File: src/rtl/uart_pkt_framer.sv
// uart_pkt_framer: buffers 16-bit samples and frames them into paced byte
// packets for uart_tx_core. Define PKT_CRC_EN for a CRC-8 check byte.
module uart_pkt_framer #(
    parameter int DEPTH           = 64,
    parameter int SAMPLES_PER_PKT = 16,
    parameter int BYTE_CYCLES     = 4800
) (
    input  logic        clk,
    input  logic        rst,
    input  logic [15:0] s_data,
    input  logic        s_valid,
    output logic        s_ready,
    input  logic        flush,
    output logic [7:0]  tx_data,
    output logic        tx_valid,
    output logic        busy,
    output logic        overflow
);

    localparam int AW = $clog2(DEPTH);
    localparam int GW = $clog2(BYTE_CYCLES + 1);
    localparam logic [GW-1:0] GAP_LOAD = GW'(BYTE_CYCLES - 1);
    localparam logic [GW-1:0] GAP_ONE  = GW'(1);
    localparam logic [AW:0]   LVL_FULL = (AW+1)'(DEPTH);
    localparam logic [AW:0]   LVL_PKT  = (AW+1)'(SAMPLES_PER_PKT);
    localparam logic [AW:0]   LVL_ONE  = (AW+1)'(1);

    typedef enum logic [2:0] {
        IDLE, SYNC0, SYNC1, SEQ, LEN, PAY_HI, PAY_LO, CHK
    } state_t;

    state_t          state;
    logic [15:0]     mem [DEPTH];
    logic [AW-1:0]   wr_ptr;
    logic [AW-1:0]   rd_ptr;
    logic [AW:0]     level;
    logic [GW-1:0]   gap_cnt;
    logic [7:0]      seq;
    logic [7:0]      len;
    logic [7:0]      rem;
    logic [7:0]      check;
    logic [7:0]      check_next;
    logic [15:0]     hold_reg;
    logic [7:0]      cur_byte;
    logic            full;
    logic            push;
    logic            pop;
    logic            emit;

`ifdef PKT_CRC_EN
    // CRC-8 poly 0x07, MSB-first, folded one byte at a time
    function automatic logic [7:0] fold(input logic [7:0] c, input logic [7:0] d);
        logic [7:0] x;
        x = c ^ d;
        for (int i = 0; i < 8; i++) begin
            x = x[7] ? ((x << 1) ^ 8'h07) : (x << 1);
        end
        return x;
    endfunction
`else
    // mod-256 running sum
    function automatic logic [7:0] fold(input logic [7:0] c, input logic [7:0] d);
        return c + d;
    endfunction
`endif

    assign full     = (level == LVL_FULL);
    assign s_ready  = !full;
    assign push     = s_valid && s_ready;
    assign emit     = (state != IDLE) && (gap_cnt == '0);
    assign pop      = emit && (state == PAY_HI);

    // select the byte for the current state
    always_comb begin
        cur_byte = 8'h00;
        unique case (state)
            IDLE:   cur_byte = 8'h00;
            SYNC0:  cur_byte = 8'hA5;
            SYNC1:  cur_byte = 8'h5A;
            SEQ:    cur_byte = seq;
            LEN:    cur_byte = len;
            PAY_HI: cur_byte = mem[rd_ptr][15:8];
            PAY_LO: cur_byte = hold_reg[7:0];
            CHK:    cur_byte = check;
        endcase
        check_next = fold(check, cur_byte);
    end

    // sample storage, no reset needed
    always_ff @(posedge clk) begin
        if (push) mem[wr_ptr] <= s_data;
    end

    // FIFO pointers and fill level
    always_ff @(posedge clk or posedge rst) begin
        if (rst) begin
            wr_ptr <= '0;
            rd_ptr <= '0;
            level  <= '0;
        end else begin
            if (push) wr_ptr <= wr_ptr + 1'b1;
            if (pop)  rd_ptr <= rd_ptr + 1'b1;
            if (push && !pop) level <= level + LVL_ONE;
            else if (pop && !push) level <= level - LVL_ONE;
        end
    end

    // sticky overflow on a refused sample
    always_ff @(posedge clk or posedge rst) begin
        if (rst) overflow <= 1'b0;
        else if (s_valid && !s_ready) overflow <= 1'b1;
    end

    // packet FSM with byte pacing and registered outputs
    always_ff @(posedge clk or posedge rst) begin
        if (rst) begin
            state    <= IDLE;
            gap_cnt  <= '0;
            seq      <= 8'h00;
            len      <= 8'h00;
            rem      <= 8'h00;
            check    <= 8'h00;
            hold_reg <= 16'h0000;
            tx_data  <= 8'h00;
            tx_valid <= 1'b0;
            busy     <= 1'b0;
        end else begin
            tx_valid <= 1'b0;
            if (emit) begin
                tx_valid <= 1'b1;
                tx_data  <= cur_byte;
                gap_cnt  <= GAP_LOAD;
            end else if (gap_cnt != '0) begin
                gap_cnt <= gap_cnt - GAP_ONE;
            end
            unique case (state)
                IDLE: begin
                    if (level >= LVL_PKT) begin
                        len   <= 8'(SAMPLES_PER_PKT);
                        rem   <= 8'(SAMPLES_PER_PKT);
                        check <= 8'h00;
                        busy  <= 1'b1;
                        state <= SYNC0;
                    end else if (flush && level != '0) begin
                        len   <= 8'(level);
                        rem   <= 8'(level);
                        check <= 8'h00;
                        busy  <= 1'b1;
                        state <= SYNC0;
                    end
                end
                SYNC0: if (emit) state <= SYNC1;
                SYNC1: if (emit) state <= SEQ;
                SEQ: if (emit) begin
                    check <= check_next;
                    state <= LEN;
                end
                LEN: if (emit) begin
                    check <= check_next;
                    state <= PAY_HI;
                end
                PAY_HI: if (emit) begin
                    check    <= check_next;
                    hold_reg <= mem[rd_ptr];
                    rem      <= rem - 8'd1;
                    state    <= PAY_LO;
                end
                PAY_LO: if (emit) begin
                    check <= check_next;
                    state <= (rem != 8'd0) ? PAY_HI : CHK;
                end
                CHK: if (emit) begin
                    seq   <= seq + 8'd1;
                    busy  <= 1'b0;
                    state <= IDLE;
                end
            endcase
        end
    end

endmodule

File: config.mk
export PLATFORM = sky130hd
export DESIGN_NAME = uart_pkt_framer
export DESIGN_NICKNAME = d
export VERILOG_FILES = /design/src/rtl/uart_pkt_framer.sv
export SDC_FILE = /design/constraint.sdc
export NUM_CORES = 1
export LEC_CHECK = 0
export ABC_CLOCK_PERIOD_IN_PS = 9950
export CAP_MARGIN = 25
export CORE_ASPECT_RATIO = 0.8
export CORE_MARGIN = 2
export CORE_UTILIZATION = 54
export CTS_CLUSTER_DIAMETER = 120
export DETAILED_ROUTE_END_ITERATION = 10
export PLACE_DENSITY_LB_ADDON = 0.1
export SYNTH_ARGS = -nofsm -noshare
export SYNTH_HDL_FRONTEND = slang
export SYNTH_SLANG_ARGS = --single-unit
File: constraint.sdc
create_clock -name clk -period 9.95 [get_ports clk]
set_clock_uncertainty 0.05 [all_clocks]
set_input_delay 1.4925 -clock clk [delete_from_list [all_inputs] [get_ports clk]]
set_output_delay 1.4925 -clock clk [all_outputs]
set_load 0.1 [all_outputs]
==> summary.txt <==
Placement
  • Input/output buffers: 31
  • Placer Congestion: 0.8644
  • Placed Area: 45650 um^2
  • Pre-CTS WS: 4.237 ns
  • Post-DP HPWL: 57.63 mm

Finish
  • Antenna diodes: 0
  • Fillers: 5614
  • Biggest regs: mem x1024, gap_cnt x13
  • Max reg flops: 1024
  • Design area: 49200 um^2
  • Share of layout cells above drive strength 1: 0.2631
  • Most frequent cells in the layout: edfxtp_1 (1024), mux4_2 (283), clkbuf_16 (108)
  • Largest Register: mem
  • P&R area growth vs syn: 12.32%
  • Fin nets: 2284
  • Commonest non-fill, non-tap cell in the layout: edfxtp_1

Timing
  • Final period utilization: 0.5618
  • Final hold violation count: 0
  • Slew @ Worst Pin: 1.056 ns
  • RSZ-0062 raised after global routing: false
  • Fin crit period: 5.590 ns
  • Maximum clock frequency: 0.1789 GHz
  • Slew headroom: 0.2960
  • Max-slew violations: 0
  • Setup_tns: 0 ns
  • Final setup viols: 0
  • Worst hold slack: 0.4145 ns
  • Final setup margin: 4.360 ns

Worst setup path
  • Req. time, crit path: 10.51 ns
  • Worst r2r path cells: 14
  • FF-to-FF End: check[7]
  • Critical path class: reg -> reg
  • Worst R2R Start: rd_ptr[0]
  • FF-to-FF setup slack: 4.36 ns
  • Crit Path Max Fanout: 43
  • Critical Path Start Type: register
  • CP Capture Type: register
  • Crit path DAT: 6.15 ns

Worst hold path
  • WHS Path Cells: 1
  • Hold Path Class: reg -> reg
  • Worst hold start: seq[7]
  • Hold path endpoint: seq[7]

Global routing
  • Gr ovfl total: 0
  • Number of global-route vias before repair: 21483
  • GRT Util Overall: 0.2505
  • Initial antenna violation count: 9
  • First-pass GRT wire length: 148.0 mm
  • Pin count of the biggest net entering global routing: 79

Floorplan
  • Initial Utilization: 0.5448
  • Die width: 322.4 um
  • Die height: 258.7 um
  • Die area: 83420 um^2
  • Rows: 93
  • Core ar.: 80410 um^2
  • Io pins: 32

Routing
  • Via Count: 21484
  • First drt pass iteration count: 6
  • WL per Instance: 29.86 um
  • Number of remaining DRC errors: 0
  • Drt via density: 6.278
  • DR iter-0 viols: 2408
  • Remaining antenna violation count: 0
  • Post-Route WL: 102.2 mm

Logic synthesis
  • Dominant synthesized flop cell: edfxtp_1
  • Mapped Area: 43800 um^2
  • Cells after Synth: 2120
  • Area share of the largest cell type after synthesis: 0.7020
  • Synth unique cells: 61
  • Mapped Avg Cell Area: 20.66 um^2
  • Synth async-reset ratio: 0.07665
  • Synth Net Count: 2161
  • Synth warn: 0
  • Area contributors post-synth: edfxtp_1 (70%), mux4_2 (15%), dfrtp_1 (4.9%)
  • Share of the yosys chip area belonging to registers: 0.7506
  • Post-synth EDFFs: 1024
  • Synth area leader: edfxtp_1
  • #FFs+latches synth: 1109

Outcome
  • Status: finished, final reports clean

Power and ir drop
  • Leak: 0.01542 uW
  • Worst vdd ir: 139.6 uV
  • Cell Pwr Density: 199.3 nW/um^2

Clock network
  • Num CTS Buffers: 105
  • Clk slew on worst S/H paths: 0.07 ns
  • Clock Latency Late Sink: 0.68 ns
  • CTS tree: done
  • Hold_buf cts: 0
  • H-tree levels: 3
  • Post-CTS sizing: 0
  • Post-CTS Setup Repair Bufs: 0
  • Clock Sinks: 1109
  • Root Buffer Master: clkbuf_16
  • Max Root-Sink Buffers: 3

Run
  • Max-capacitance violation count: 0
cell families (layout without fill, tap and decap cells):
logic type                 count (synthesis)  count (layout)  share of synthesized area
AOI/OAI and AO/OA                        167             167                    0.02377
xor gates and xnor gates                  39              39                   0.007798
adders and majority gates                 21              21                   0.006341
buffers and inverters                    125             335                    0.01188
DFF                                     1109            1109                     0.7506
muxes                                    382             382                     0.1695
and+or+nand+nor                          277             277                    0.03017
metrics by stage:
step	std cells	total power, uW	utilization
2_1_floorplan	2120	5706	-
3_3_place_gp	3220	5919	0.5675
3_5_place_dp	3221	5950	0.5678
4_1_cts	3415	9877	0.6099
5_1_grt	3422	10100	0.6119
6_report	3422	9806	0.6119
critical path, cell delays in order (launching register included):
cell,delay (ns)
dfrtp_4,0.99
buf_4,0.80
mux4_2,0.62
mux4_2,0.48
mux2i_1,0.23
o22ai_1,0.20
a221o_1,0.36
ha_1,0.30
a21o_1,0.16
a21oi_1,0.22
o21bai_1,0.13
a2111o_1,0.47
a221o_1,0.31
o211a_1,0.14
o21ai_2,0.05
cells in the mapped netlist (all sizes together), types with 2 or more instances:
cell,count
nor3,14
o221a,3
or4,2
nor4,4
o21ai,46
mux2,47
a221o,5
nor2b,5
and2,4
ha,19
o22ai,10
or3,6
nand4b,3
mux2i,52
or2,3
nand3b,7
inv,13
nor2,97
o21bai,6
buf,61
a31oi,3
clkbuf,51
fa,2
a22oi,18
nand4,8
or3b,4
a21o,5
nand2b,12
nand2,57
o211ai,3
o221ai,3
mux4,283
nand3,49
a21oi,52
dfrtp,85
xor2,14
edfxtp,1024
a211oi,2
xnor2,25
power by group:
| group | total [uW] | internal [uW] | switching (uW) |
|---|---|---|---|
| clock | 3950 | 2280 | 1670 |
| sequential | 5350 | 5270 | 78.0 |
| combinational | 505 | 153 | 352 |
layout make-up:
cell class,instances,area [um^2],share of cell area
Clock buffer,136,2828,0.05748
Clock inverter,58,561.8,0.01142
Inverter,13,50.05,0.001017
Multi-Input combinational cell,886,10420,0.2117
Tap cell,1092,1366,0.02777
Sequential cell,1109,32890,0.6685
Timing Repair Buffer,128,1086,0.02207
layer usage:
layer	global-route usage	wire, um	up-vias
met5	0	41	-
met1	0.3844	44280	11449
met4	0.06062	2256	6
li1	-	-	8993
met2	0.3659	45590	881
met3	0.06299	9993	155
worst max path at each step:
stage / startpoint / to / slack [ns] / cells after the start
after floorplan: level[0] / level[6] / 5.86 / 14
after global placement: rd_ptr[0] / check[7] / 4.30 / 14
after detailed placement: rd_ptr[0] / check[7] / 4.24 / 14
after CTS: rd_ptr[0] / check[7] / 4.22 / 14
after global routing: rd_ptr[0] / check[7] / 3.96 / 14
final: rd_ptr[0] / check[7] / 4.36 / 14
Power figures use the tool's default switching activity.
